## src/rtl/dmem_arb_pkg.sv

```systemverilog
// Shared state encoding and counter type for the two-port data-memory arbiter.
package dmem_arb_pkg;

    localparam int NUM_PORTS = 2;
    localparam int BCNT_W    = 4;

    typedef enum logic [1:0] {
        ST_IDLE = 2'd0,
        ST_OWN0 = 2'd1,
        ST_OWN1 = 2'd2
    } arb_state_e;

    typedef logic [BCNT_W-1:0] bcnt_t;

    // Ownership state that corresponds to a granted port index.
    function automatic arb_state_e own_state(input logic port);
        return port ? ST_OWN1 : ST_OWN0;
    endfunction

endpackage

```

## src/rtl/dmem_arb_pick.sv

```systemverilog
// Combinational 2-way picker: a lone requester always wins; ties are settled by
// ownership state, the burst count and the last-served pointer.
module dmem_arb_pick
    import dmem_arb_pkg::*;
(
    input  logic       req0_i,
    input  logic       req1_i,
    input  arb_state_e state_i,
    input  bcnt_t      bcnt_i,
    input  logic       last_i,
    input  bcnt_t      max_burst_i,
    output logic       gnt0_o,
    output logic       gnt1_o
);

    logic tie_win1;

    // Burst count saturates at the limit, so ">=" means the owner has used its allowance.
    always_comb begin
        tie_win1 = 1'b0;
        case (state_i)
            ST_OWN0: tie_win1 = (bcnt_i >= max_burst_i);
            ST_OWN1: tie_win1 = (bcnt_i <  max_burst_i);
            default: tie_win1 = ~last_i;
        endcase
    end

    assign gnt0_o = req0_i & (~req1_i | ~tie_win1);
    assign gnt1_o = req1_i & (~req0_i | tie_win1);

endmodule

```

## src/rtl/dmem_arbiter.sv

```systemverilog
// Shares the single-ported data memory between the load/store unit (port 0) and a
// secondary requester (port 1) with round-robin arbitration and a bounded burst.
module dmem_arbiter
    import dmem_arb_pkg::*;
#(
    parameter int AW        = 32,
    parameter int DW        = 32,
    parameter int MAX_BURST = 4
) (
    input  logic          CLK,
    input  logic          RST_N,
    input  logic          REQ0,
    input  logic          REQ1,
    input  logic          WE0,
    input  logic          WE1,
    input  logic [AW-1:0] A0,
    input  logic [AW-1:0] A1,
    input  logic [DW-1:0] WD0,
    input  logic [DW-1:0] WD1,
    output logic          GNT0,
    output logic          GNT1,
    output logic          RVALID0,
    output logic          RVALID1,
    output logic [DW-1:0] RDATA0,
    output logic [DW-1:0] RDATA1,
    output logic          MEM_WE,
    output logic [AW-1:0] MEM_A,
    output logic [DW-1:0] MEM_WD,
    input  logic [DW-1:0] MEM_RD
);

    localparam bcnt_t MAX_B = bcnt_t'(MAX_BURST);

    arb_state_e           state_q, state_d;
    bcnt_t                bcnt_q, bcnt_d;
    logic                 last_q, last_d;
    logic [NUM_PORTS-1:0] gnt;
    logic [NUM_PORTS-1:0] rvalid_q, rvalid_d;
    logic [DW-1:0]        rdata0_q, rdata0_d;
    logic [DW-1:0]        rdata1_q, rdata1_d;
    logic                 req0_live, req1_live;

    // Requests are masked while reset is low so no grant or memory access leaks out.
    assign req0_live = REQ0 & RST_N;
    assign req1_live = REQ1 & RST_N;

    dmem_arb_pick u_pick (
        .req0_i      (req0_live),
        .req1_i      (req1_live),
        .state_i     (state_q),
        .bcnt_i      (bcnt_q),
        .last_i      (last_q),
        .max_burst_i (MAX_B),
        .gnt0_o      (gnt[0]),
        .gnt1_o      (gnt[1])
    );

    always_comb begin
        state_d = state_q;
        bcnt_d  = bcnt_q;
        last_d  = last_q;
        if (gnt == '0) begin
            state_d = ST_IDLE;
            bcnt_d  = '0;
        end else if (state_q == own_state(gnt[1])) begin
            bcnt_d = (bcnt_q >= MAX_B) ? MAX_B : bcnt_q + bcnt_t'(1);
        end else begin
            state_d = own_state(gnt[1]);
            bcnt_d  = bcnt_t'(1);
            last_d  = gnt[1];
        end
    end

    always_comb begin
        MEM_WE = 1'b0;
        MEM_A  = '0;
        MEM_WD = '0;
        if (gnt[0]) begin
            MEM_WE = WE0;
            MEM_A  = A0;
            MEM_WD = WD0;
        end else if (gnt[1]) begin
            MEM_WE = WE1;
            MEM_A  = A1;
            MEM_WD = WD1;
        end
    end

    // Read data is captured only on a granted read; otherwise the last value is held.
    always_comb begin
        rvalid_d[0] = gnt[0] & ~WE0;
        rvalid_d[1] = gnt[1] & ~WE1;
        rdata0_d    = rvalid_d[0] ? MEM_RD : rdata0_q;
        rdata1_d    = rvalid_d[1] ? MEM_RD : rdata1_q;
    end

    always_ff @(posedge CLK or negedge RST_N) begin
        if (!RST_N) begin
            state_q  <= ST_IDLE;
            bcnt_q   <= '0;
            last_q   <= 1'b1;
            rvalid_q <= '0;
            rdata0_q <= '0;
            rdata1_q <= '0;
        end else begin
            state_q  <= state_d;
            bcnt_q   <= bcnt_d;
            last_q   <= last_d;
            rvalid_q <= rvalid_d;
            rdata0_q <= rdata0_d;
            rdata1_q <= rdata1_d;
        end
    end

    assign GNT0    = gnt[0];
    assign GNT1    = gnt[1];
    assign RVALID0 = rvalid_q[0];
    assign RVALID1 = rvalid_q[1];
    assign RDATA0  = rdata0_q;
    assign RDATA1  = rdata1_q;

endmodule

```

## config.mk

```make
export PLATFORM = sky130hd
export DESIGN_NAME = dmem_arbiter
export DESIGN_NICKNAME = d
export VERILOG_FILES = /design/src/rtl/dmem_arb_pkg.sv /design/src/rtl/dmem_arb_pick.sv /design/src/rtl/dmem_arbiter.sv
export SDC_FILE = /design/constraint.sdc
export NUM_CORES = 1
export LEC_CHECK = 0
export CAP_MARGIN = 10
export CORE_MARGIN = 10
export CORE_UTILIZATION = 32
export DETAILED_ROUTE_END_ITERATION = 10
export MAX_ROUTING_LAYER = met4
export PLACE_DENSITY = 0.81
export SLEW_MARGIN = 20
export SYNTH_ARGS = -nofsm -noshare
export SYNTH_HDL_FRONTEND = slang
export SYNTH_SLANG_ARGS = --single-unit
```

## constraint.sdc

```tcl
create_clock -name CLK -period 3 [get_ports CLK]
set_clock_uncertainty 0.2 [all_clocks]
set_input_delay 0.3 -clock CLK [delete_from_list [all_inputs] [get_ports CLK]]
set_output_delay 0.3 -clock CLK [all_outputs]
set_load 0.02 [all_outputs]
```

======== Yosys cells after proc, flatten, opt, wreduce, memory -nomap -nowiden ========
Index checks and enable logic that the tools add are counted.
storage, ports and cells
  register bits ........................... 73
  output and inout bits ................... 133
operators by class
  $add $sub $neg .......................... 1
  magnitude comparators ................... 2
  eq/ne operators ......................... 4
  mux-type cells .......................... 13
  bitwise gates (word level) .............. 16
  reductions and logical operators ........ 2
operators with widths
  cell                                                                number
  two-way mux 32 bit                                                  4
  two-way mux 4 bit                                                   3
  NOT 1 bit                                                           8
  bitwise AND 1 bit                                                   6
  two-way mux 2 bit                                                   3
  adder 4 x 1 -> 4 bit (second input constant)                        1
  greater-or-equal comparator 4 x 3 -> 1 bit (second input constant)  1
  less-than comparator 4 x 3 -> 1 bit (second input constant)         1
  == test 2 x 1 -> 1 bit (second input constant)                      1
  == test 2 bit                                                       1
  == test 2 bit (second input constant)                               1
  logical NOT 2 bit                                                   1
  two-way mux 1 bit                                                   2
  != test 2 bit (second input constant)                               1
  bitwise OR 1 bit                                                    2
  case mux 1 bit (2 select lines)                                     1
  AND reduction 2 bit                                                 1

======== Logic depth before layout (Yosys ltp) ========
Gate-level depths: netlist of run 1.
  depth in word-level cells ............... 8
  mapped depth ............................ 9
  depth with buffers taken out ............ 7

======== By module ========
A second synthesis of run 1 with hierarchy kept.
second synthesis, totals
  cells, all modules ...................... 279
  area, all modules ....................... 3811.2 um2
modules (own cells, without submodules)
  module         times used  cells each  area each (um2)  seq. area each (um2)
  dmem_arbiter   1           253         3627.2           1828.0
  dmem_arb_pick  1           26          183.9            0.0

======== Worst setup path before layout of run 1 ========
No wires, ideal clock.
  path type ............................... register to output
  start ................................... register state_q[0]
  end ..................................... output MEM_A[22]
  arrival ................................. 2.084 ns
  path slack .............................. 0.416 ns
  cell stages (with the launch flop) ...... 7
  cells stage by stage .................... dfrtp_1 > inv_1 > ha_1 > o311a_4 > nor2_1 > buf_1 > a22o_1
on the way
  longest elaborated chain between the ends .. 6
  elaborated cells on any way between the ends .. 10
  those cells by class .................... eq/ne (2); mux (3); bitwise (5)
ends and longest elaborated chain
  what                                                            RTL line             source
  from (decl)                                                     dmem_arbiter.sv:34   arb_state_e state_q, state_d;
  from (signal assigned)                                          dmem_arbiter.sv:106  state_q <= state_d;
  == test 2 bit / == test 2 x 1 -> 1 bit (equally long branches)  dmem_arb_pick.sv:21  case (state_i)
  case mux 1 bit (2 select lines) (*)                             dmem_arb_pick.sv:21
  NOT 1 bit (*)                                                   dmem_arb_pick.sv:28  assign gnt0_o = req0_i & (~req1_i | ~tie_win1);
  bitwise OR 1 bit (*)                                            dmem_arb_pick.sv:28
  bitwise AND 1 bit (*)                                           dmem_arb_pick.sv:28
  net GNT0                                                        dmem_arbiter.sv:20   output logic GNT0,
  two-way mux 32 bit (*)                                          dmem_arbiter.sv:78   if (gnt[0]) begin
  to (decl)                                                       dmem_arbiter.sv:27   output logic [AW-1:0] MEM_A,
Mark *: on every way through the listed nets, which the timed path passes. The rest lies on a longest branch.

======== Worst setup path after layout of run 1 ========
  start ................................... register state_q[0]
  end ..................................... output MEM_A[29]
on the way
  longest elaborated chain between the ends .. 6
  elaborated cells on any way between the ends .. 10
  those cells by class .................... eq/ne (2); mux (3); bitwise (5)
ends and longest elaborated chain
  what                                                            RTL line
  == test 2 bit / == test 2 x 1 -> 1 bit (equally long branches)  dmem_arb_pick.sv:21
  case mux 1 bit (2 select lines) (*)                             dmem_arb_pick.sv:21
  bitwise OR 1 bit / NOT 1 bit (equally long branches)            dmem_arb_pick.sv:29, dmem_arb_pick.sv:28
  bitwise AND 1 bit / bitwise OR 1 bit (equally long branches)    dmem_arb_pick.sv:29, dmem_arb_pick.sv:28
  two-way mux 32 bit / bitwise AND 1 bit (equally long branches)  dmem_arbiter.sv:82, dmem_arb_pick.sv:28
  two-way mux 32 bit (*)                                          dmem_arbiter.sv:78
Every way passes the cells marked *; elsewhere a longest branch is shown, timed or not.

==> impl_metrics.toml, run 1 <==
[power]
power.leakage_uw = 0.002905
total_power_uw = 4140
powerDensity_nw_per_um2 = 596.8
max-vdd-ir-drop_mv = 0.4716

[floorplan]
fp-row-count = 38
fp.dieArea_sq_um = 15650
ioPinCount = 299
initial_standard_cell_utilization_of_the_core_pct = 32.59
die_width_um = 125.1
die_h_um = 125.1
coreArea_sq_um = 10840

[placement]
detailed_place_hpwl_mm = 13.55
place.gp.congestion = 0.8934
dp.cells = 692
port-buffer-count = 298

[setup_path]
setup.worst_path.start = "state_q[0]$_DFFE_PN0P_"
reg2reg_depth = 7
crit_arrival_ps = 2440
worstReg2RegStart = "state_q[0]$_DFFE_PN0P_"
worst-r2r-setup-slack_ps = 510
crit_required_ps = 2500
startpoint_types = "flop"
worst_setup_end_kind = "output port"
worstSetupPathType = "flop to output port"
largest_driver_fanout_on_the_critical_path = 15

[sta]
max_clock_freq_ghz = 0.3403
timing.final.max_slew_violations = 0
setup_violations = 0
hold_viol = 4
finalWorstPathRequiredPeriod_ps = 2938
timing.final.crit_share_pct = 97.94
tightestPinTransition_ps = 933.6
max_slew_margin_pct = 37.76
whs_ps = -4.069

[synthesis]
post_synth_num_cell_types = 33
synth_cells = 259
synth.avg_cell_area_sq_um = 13.64
synth_top_area_share_pct = 50.99
yosysTopAreaCell = "sky130_fd_sc_hd__dfrtp_1"
number_of_enable_type_register_cells_in_the_synthesized_netlist = 0
synth.ff_latch_count = 73
ys_warn_count = 0
syn-cell-area_sq_um = 3533
synth_flop_cell = "sky130_fd_sc_hd__dfrtp_1"
synth.top_cells.by_area = "sky130_fd_sc_hd__dfrtp_1 51%, sky130_fd_sc_hd__mux2_2 18%, sky130_fd_sc_hd__a22o_1 16%, sky130_fd_sc_hd__buf_6 1.9%, sky130_fd_sc_hd__mux2_1 1.9%"
mappedNetlistNets = 428
postSynth.asyncResetShare_pct = 100.0
share_of_synthesized_area_occupied_by_flip_flops_and_latches_pct = 51.74

[global_routing]
grt-ovfl-total = 0
via_count_of_the_first_global_routing_pass = 3703
largest_net_degree_at_the_start_of_global_routing = 75
grt_antenna_before_repair = 0
grt_util_all_layers_pct = 20.28
grt_first_pass_wirelength_mm = 24.20

[clock_tree]
htree_num_levels = 3
clkTransAtPathRegs_ps = 70
cts.sink_count = 73
ctsRootBufferMaster = "sky130_fd_sc_hd__clkbuf_8"
clk_latency_ps = 320
tritoncts.num_buffers = 9
hold_buffers = 0
clock_tree.buffer_depth = 2
tritoncts = "yes"

[flow_run]
maxCapViolCount = 0

[finish]
design.final.nets = 739
post_route_cells_drive_above_1_share_pct = 24.91
final_util_pct = 63.99
final_cell_count_no_fill = 714
layout-area-overhead-vs-synth_pct = 96.32
diodes = 0

[route]
initialDrtViolationCount = 154
post_route_wl_mm = 16.77
ant_nets = 0
detail_route.wl_per_cell_um = 23.49
post_drt_via_cell_ratio = 4.902
route.vias.total = 3500
drc = 0
drt_pass1_iterations = 4

[run_status]
outcome = "complete, but fails checks"
violations = "hold timing"

[min_path]
min_path_type = "input port to asynchronous set/reset pin"
==> per-stage QoR <==
step           setup slack, ps  setup TNS [ps]  area [sq um]  hold WS [ps]
2_1_floorplan            415.7               0          3533        -195.6
3_3_place_gp             90.37               0          6734         269.7
3_5_place_dp             10.75               0          6734         278.3
4_1_cts                 -7.590          -7.590          6912         41.00
5_1_grt                 -6.420          -12.68          6937         66.26
6_report                 61.72               0          6937        -4.069
==> area by class of cell <==
type                            instances  area, sq um
Clock buffer                           11        141.4
Sequential cell                        73         1828
Multi-Input combinational cell        161         1573
Fill cell                             848         3904
Tap cell                              140        175.2
Timing Repair Buffer                  320         3149
Inverter                                5        18.77
Clock inverter                          4        51.30
==> cells in the mapped netlist, types with 2 or more instances <==
cell	count
sky130_fd_sc_hd__mux2_2	58
sky130_fd_sc_hd__nor2_1	4
sky130_fd_sc_hd__dfrtp_1	72
sky130_fd_sc_hd__a21oi_1	2
sky130_fd_sc_hd__inv_1	4
sky130_fd_sc_hd__ha_1	3
sky130_fd_sc_hd__buf_6	6
sky130_fd_sc_hd__buf_2	10
sky130_fd_sc_hd__nand2_1	4
sky130_fd_sc_hd__a22o_1	65
sky130_fd_sc_hd__mux2_1	6
sky130_fd_sc_hd__nor3_1	2
sky130_fd_sc_hd__clkbuf_1	3
==> flip-flops by register name, summed over array words and instances (netlist names) <==
signal / count
RDATA0: 32
rvalid_q: 2
RDATA1: 32
last_q: 1
bcnt_q: 4
state_q: 2
==> worst max-delay path: stages (launching register included) <==
cell and delay [ps]:
sky130_fd_sc_hd__dfrtp_1 400, sky130_fd_sc_hd__inv_1 90, sky130_fd_sc_hd__ha_2 310, sky130_fd_sc_hd__o311a_4 400, sky130_fd_sc_hd__nor2_4 110, sky130_fd_sc_hd__buf_4 160, sky130_fd_sc_hd__buf_12 150, sky130_fd_sc_hd__a22o_1 200
sky130_fd_sc_hd__clkdlybuf4s15_2 280
==> layout by cell type (no fill, tap or decap), drive strengths merged, types with 2 or more instances in the layout <==
cell and count:
a211oi 2, clkbuf 33, ha 3, nor2 4, clkdlybuf4s15 42, a22o 65
nand2 4, buf 24, dfrtp 72, dlygate4sd2 2, nor3 3, inv 6
mux2 64, a21oi 2, clkdlybuf4s50 230
==> kinds of logic (layout without fill, tap and decap cells) <==
| group | count (synthesis) | after routing | share of synthesized area [%] |
|---|---|---|---|
| compound gates | 78 | 78 | 19.94 |
| flops | 73 | 73 | 51.74 |
| mux | 64 | 64 | 20.40 |
| buf+inv | 25 | 340 | 4.284 |
| simple gates | 15 | 15 | 2.479 |
| fa+ha+maj | 3 | 3 | 1.062 |
| other cells | 1 | 1 | 0.1061 |
==> power breakdown <==
part	switching, uW	internal, uW	total [uW]	leakage, uW
logic	926	1050	1970	0.00193
clock network	359	405	764	0.0000958
registers	144	1260	1400	0.000875
total	1430	2710	4140	0.00290
==> path summary, 6_finish.rpt <==
kind	end
hold reg to reg	RDATA0[7]$_DFFE_PN0P_
max in group asynchronous	RDATA0[22]$_DFFE_PN0P_
setup / recovery	MEM_A[29]
setup reg to reg	RDATA0[2]$_DFFE_PN0P_
hold / removal	RDATA0[2]$_DFFE_PN0P_
min in group CLK	state_q[0]$_DFFE_PN0P_
==> metal layers <==
metal	track usage [%]	vias to the layer above	routed length, um
met5	-	-	0
met3	6.548	17	1326
met2	34.87	165	8700
met4	4.336	0	212
met1	22.52	1695	6533
li1	-	1623	-
==> timing repair <==
item	4_1_cts	5_1_grt
endpoints found under the setup margin	65	64
gates cloned	0	2
setup buffers	0	5
resized for setup	118	50
pin swaps	0	2
No activity file was read; power rests on OpenSTA's default activity.
==> run 2: changes to the inputs <==
RECOVER_POWER = 25   (was unset)
==> impl_metrics.toml, run 2 (synthesis results as in run 1) <==
[global_routing]
grt_antenna_before_repair = 0
largest_net_degree_at_the_start_of_global_routing = 75
grt-ovfl-total = 0
grt_first_pass_wirelength_mm = 24.20
via_count_of_the_first_global_routing_pass = 3703
grt_util_all_layers_pct = 20.28

[setup_path]
largest_driver_fanout_on_the_critical_path = 15
worst_setup_end_kind = "output port"
crit_arrival_ps = 2440
crit_required_ps = 2500
startpoint_types = "flop"
worstSetupPathType = "flop to output port"

[finish]
design.final.nets = 739
most_frequent_standard_cell_in_the_layout_excluding_fill_and_tap_cells = "sky130_fd_sc_hd__clkdlybuf4s50_1"
post_route_cells_drive_above_1_share_pct = 24.91
final_cell_count_no_fill = 714
diodes = 0
layout_common_cells = "230 x sky130_fd_sc_hd__clkdlybuf4s50_1, 72 x sky130_fd_sc_hd__dfrtp_1, 65 x sky130_fd_sc_hd__a22o_1"
layout-area-overhead-vs-synth_pct = 96.25
final_util_pct = 63.97

[power]
power.internal_uw = 2709
share_comb_of_total_power_pct = 47.7
powerDensity_nw_per_um2 = 597.0
seq_power_share_pct = 33.9
switching_power_uw = 1430
power.leakage_uw = 0.002904
max-vdd-ir-drop_mv = 0.4716
power.share.clock_pct = 18.5
swShare_pct = 34.55
total_power_uw = 4139

[route]
post_drt_via_cell_ratio = 4.902
route.vias.total = 3500
drt_pass1_iterations = 4
initialDrtViolationCount = 153
post_route_wl_mm = 16.77
detail_route.wl_per_cell_um = 23.48
ant_nets = 0
drc = 0

[clock_tree]
clk_latency_ps = 320
ctsRootBufferMaster = "sky130_fd_sc_hd__clkbuf_8"
clkTransAtPathRegs_ps = 70
clock_tree.buffer_depth = 2
tritoncts = "yes"
htree_num_levels = 3
cts.sink_count = 73
hold_buffers = 0
tritoncts.num_buffers = 9

[floorplan]
die_h_um = 125.1
coreArea_sq_um = 10840
fp.dieArea_sq_um = 15650
initial_standard_cell_utilization_of_the_core_pct = 32.59
ioPinCount = 299
die_width_um = 125.1
fp-row-count = 38

[sta]
timing.final.max_slew_violations = 75
max_clock_freq_ghz = 0.3403
timing.final.crit_share_pct = 97.94
setup_violations = 0
tightestPinTransition_ps = 1816
whs_ps = 265.1
max_slew_margin_pct = -21.06
fin_ws_ps = 61.69
finalWorstPathRequiredPeriod_ps = 2938
hold_viol = 0

[run_status]
violations = "capacitance limit, slew limit"
outcome = "complete, but fails checks"

[placement]
dp.cells = 692
place_worst_setup_slack_ps = 10.75
place.gp.congestion = 0.8934
detailed_place_hpwl_mm = 13.55
port-buffer-count = 298

[flow_run]
maxCapViolCount = 1

[min_path]
min_path_type = "input port to flop"
run 2: cell count changes in the layout (fill, tap and decap cells not counted):
cell,delta
sky130_fd_sc_hd__clkbuf_2,+1
sky130_fd_sc_hd__buf_4,-1
run 2: stage by stage:
step	TNS [ps]	area, sq um
2_1_floorplan	0	3533
4_1_cts	-7.590	6912
3_3_place_gp	0	6734
6_report	0	6934
3_5_place_dp	0	6734
5_1_grt	-12.68	6934
run 2: final timing paths:
kind / startpoint / end / slack [ps] / cells past startpoint
worst max register to register: state_q[0]$_DFFE_PN0P_ / RDATA0[2]$_DFFE_PN0P_ / 510 / 7
max in group asynchronous: RST_N / RDATA0[22]$_DFFE_PN0P_ / 1160 / 2
worst min-delay path: RST_N / state_q[0]$_DFFE_PN0P_ / 270 / 4
worst min register to register: RDATA0[7]$_DFFE_PN0P_ / RDATA0[7]$_DFFE_PN0P_ / 300 / 1
worst max-delay path: state_q[0]$_DFFE_PN0P_ / MEM_A[29] / 60 / 8
min in group asynchronous: RST_N / RDATA0[2]$_DFFE_PN0P_ / 340 / 2
run 2: layout make-up:
class	instances	area, sq um
inverters	5	18.77
repair buffers	320	3147
multi-input cells	161	1573
flip-flops and latches	73	1828
fillers	848	3906
clock buffers	11	141.4
well taps	140	175.2
clock inverters	4	51.30
run 2: critical path, cell delays in order, from the launching register on:
cell	delay (ps)
sky130_fd_sc_hd__dfrtp_1	400
sky130_fd_sc_hd__inv_1	90
sky130_fd_sc_hd__ha_2	310
sky130_fd_sc_hd__o311a_4	400
sky130_fd_sc_hd__nor2_4	110
sky130_fd_sc_hd__buf_4	160
sky130_fd_sc_hd__buf_12	150
sky130_fd_sc_hd__a22o_1	200
sky130_fd_sc_hd__clkdlybuf4s15_2	280
run 2: per-layer routing:
| layer | wire length (um) | GRT usage [%] | vias up |
|---|---|---|---|
| li1 | - | - | 1624 |
| met1 | 6546 | 22.52 | 1696 |
| met2 | 8696 | 34.87 | 163 |
| met3 | 1312 | 6.548 | 17 |
| met4 | 212 | 4.336 | 0 |
| met5 | 0 | - | - |
run 2: what timing repair did:
action                                  4_1_cts  5_1_grt
hold endpoints to repair                      0        0
endpoints found under the setup margin       65       64
gates resized for setup                     118       50
setup buffers                                 0        5
cloned                                        0        2
pin swaps                                     0        2
run 2: power by group through the flow:
stage	clock (uW)	combinational, uW	sequential (uW)
2_1_floorplan	0	553	1730
3_3_place_gp	0	1980	1400
3_5_place_dp	0	2020	1420
4_1_cts	795	1980	1400
5_1_grt	841	2070	1430
6_report	764	1970	1400
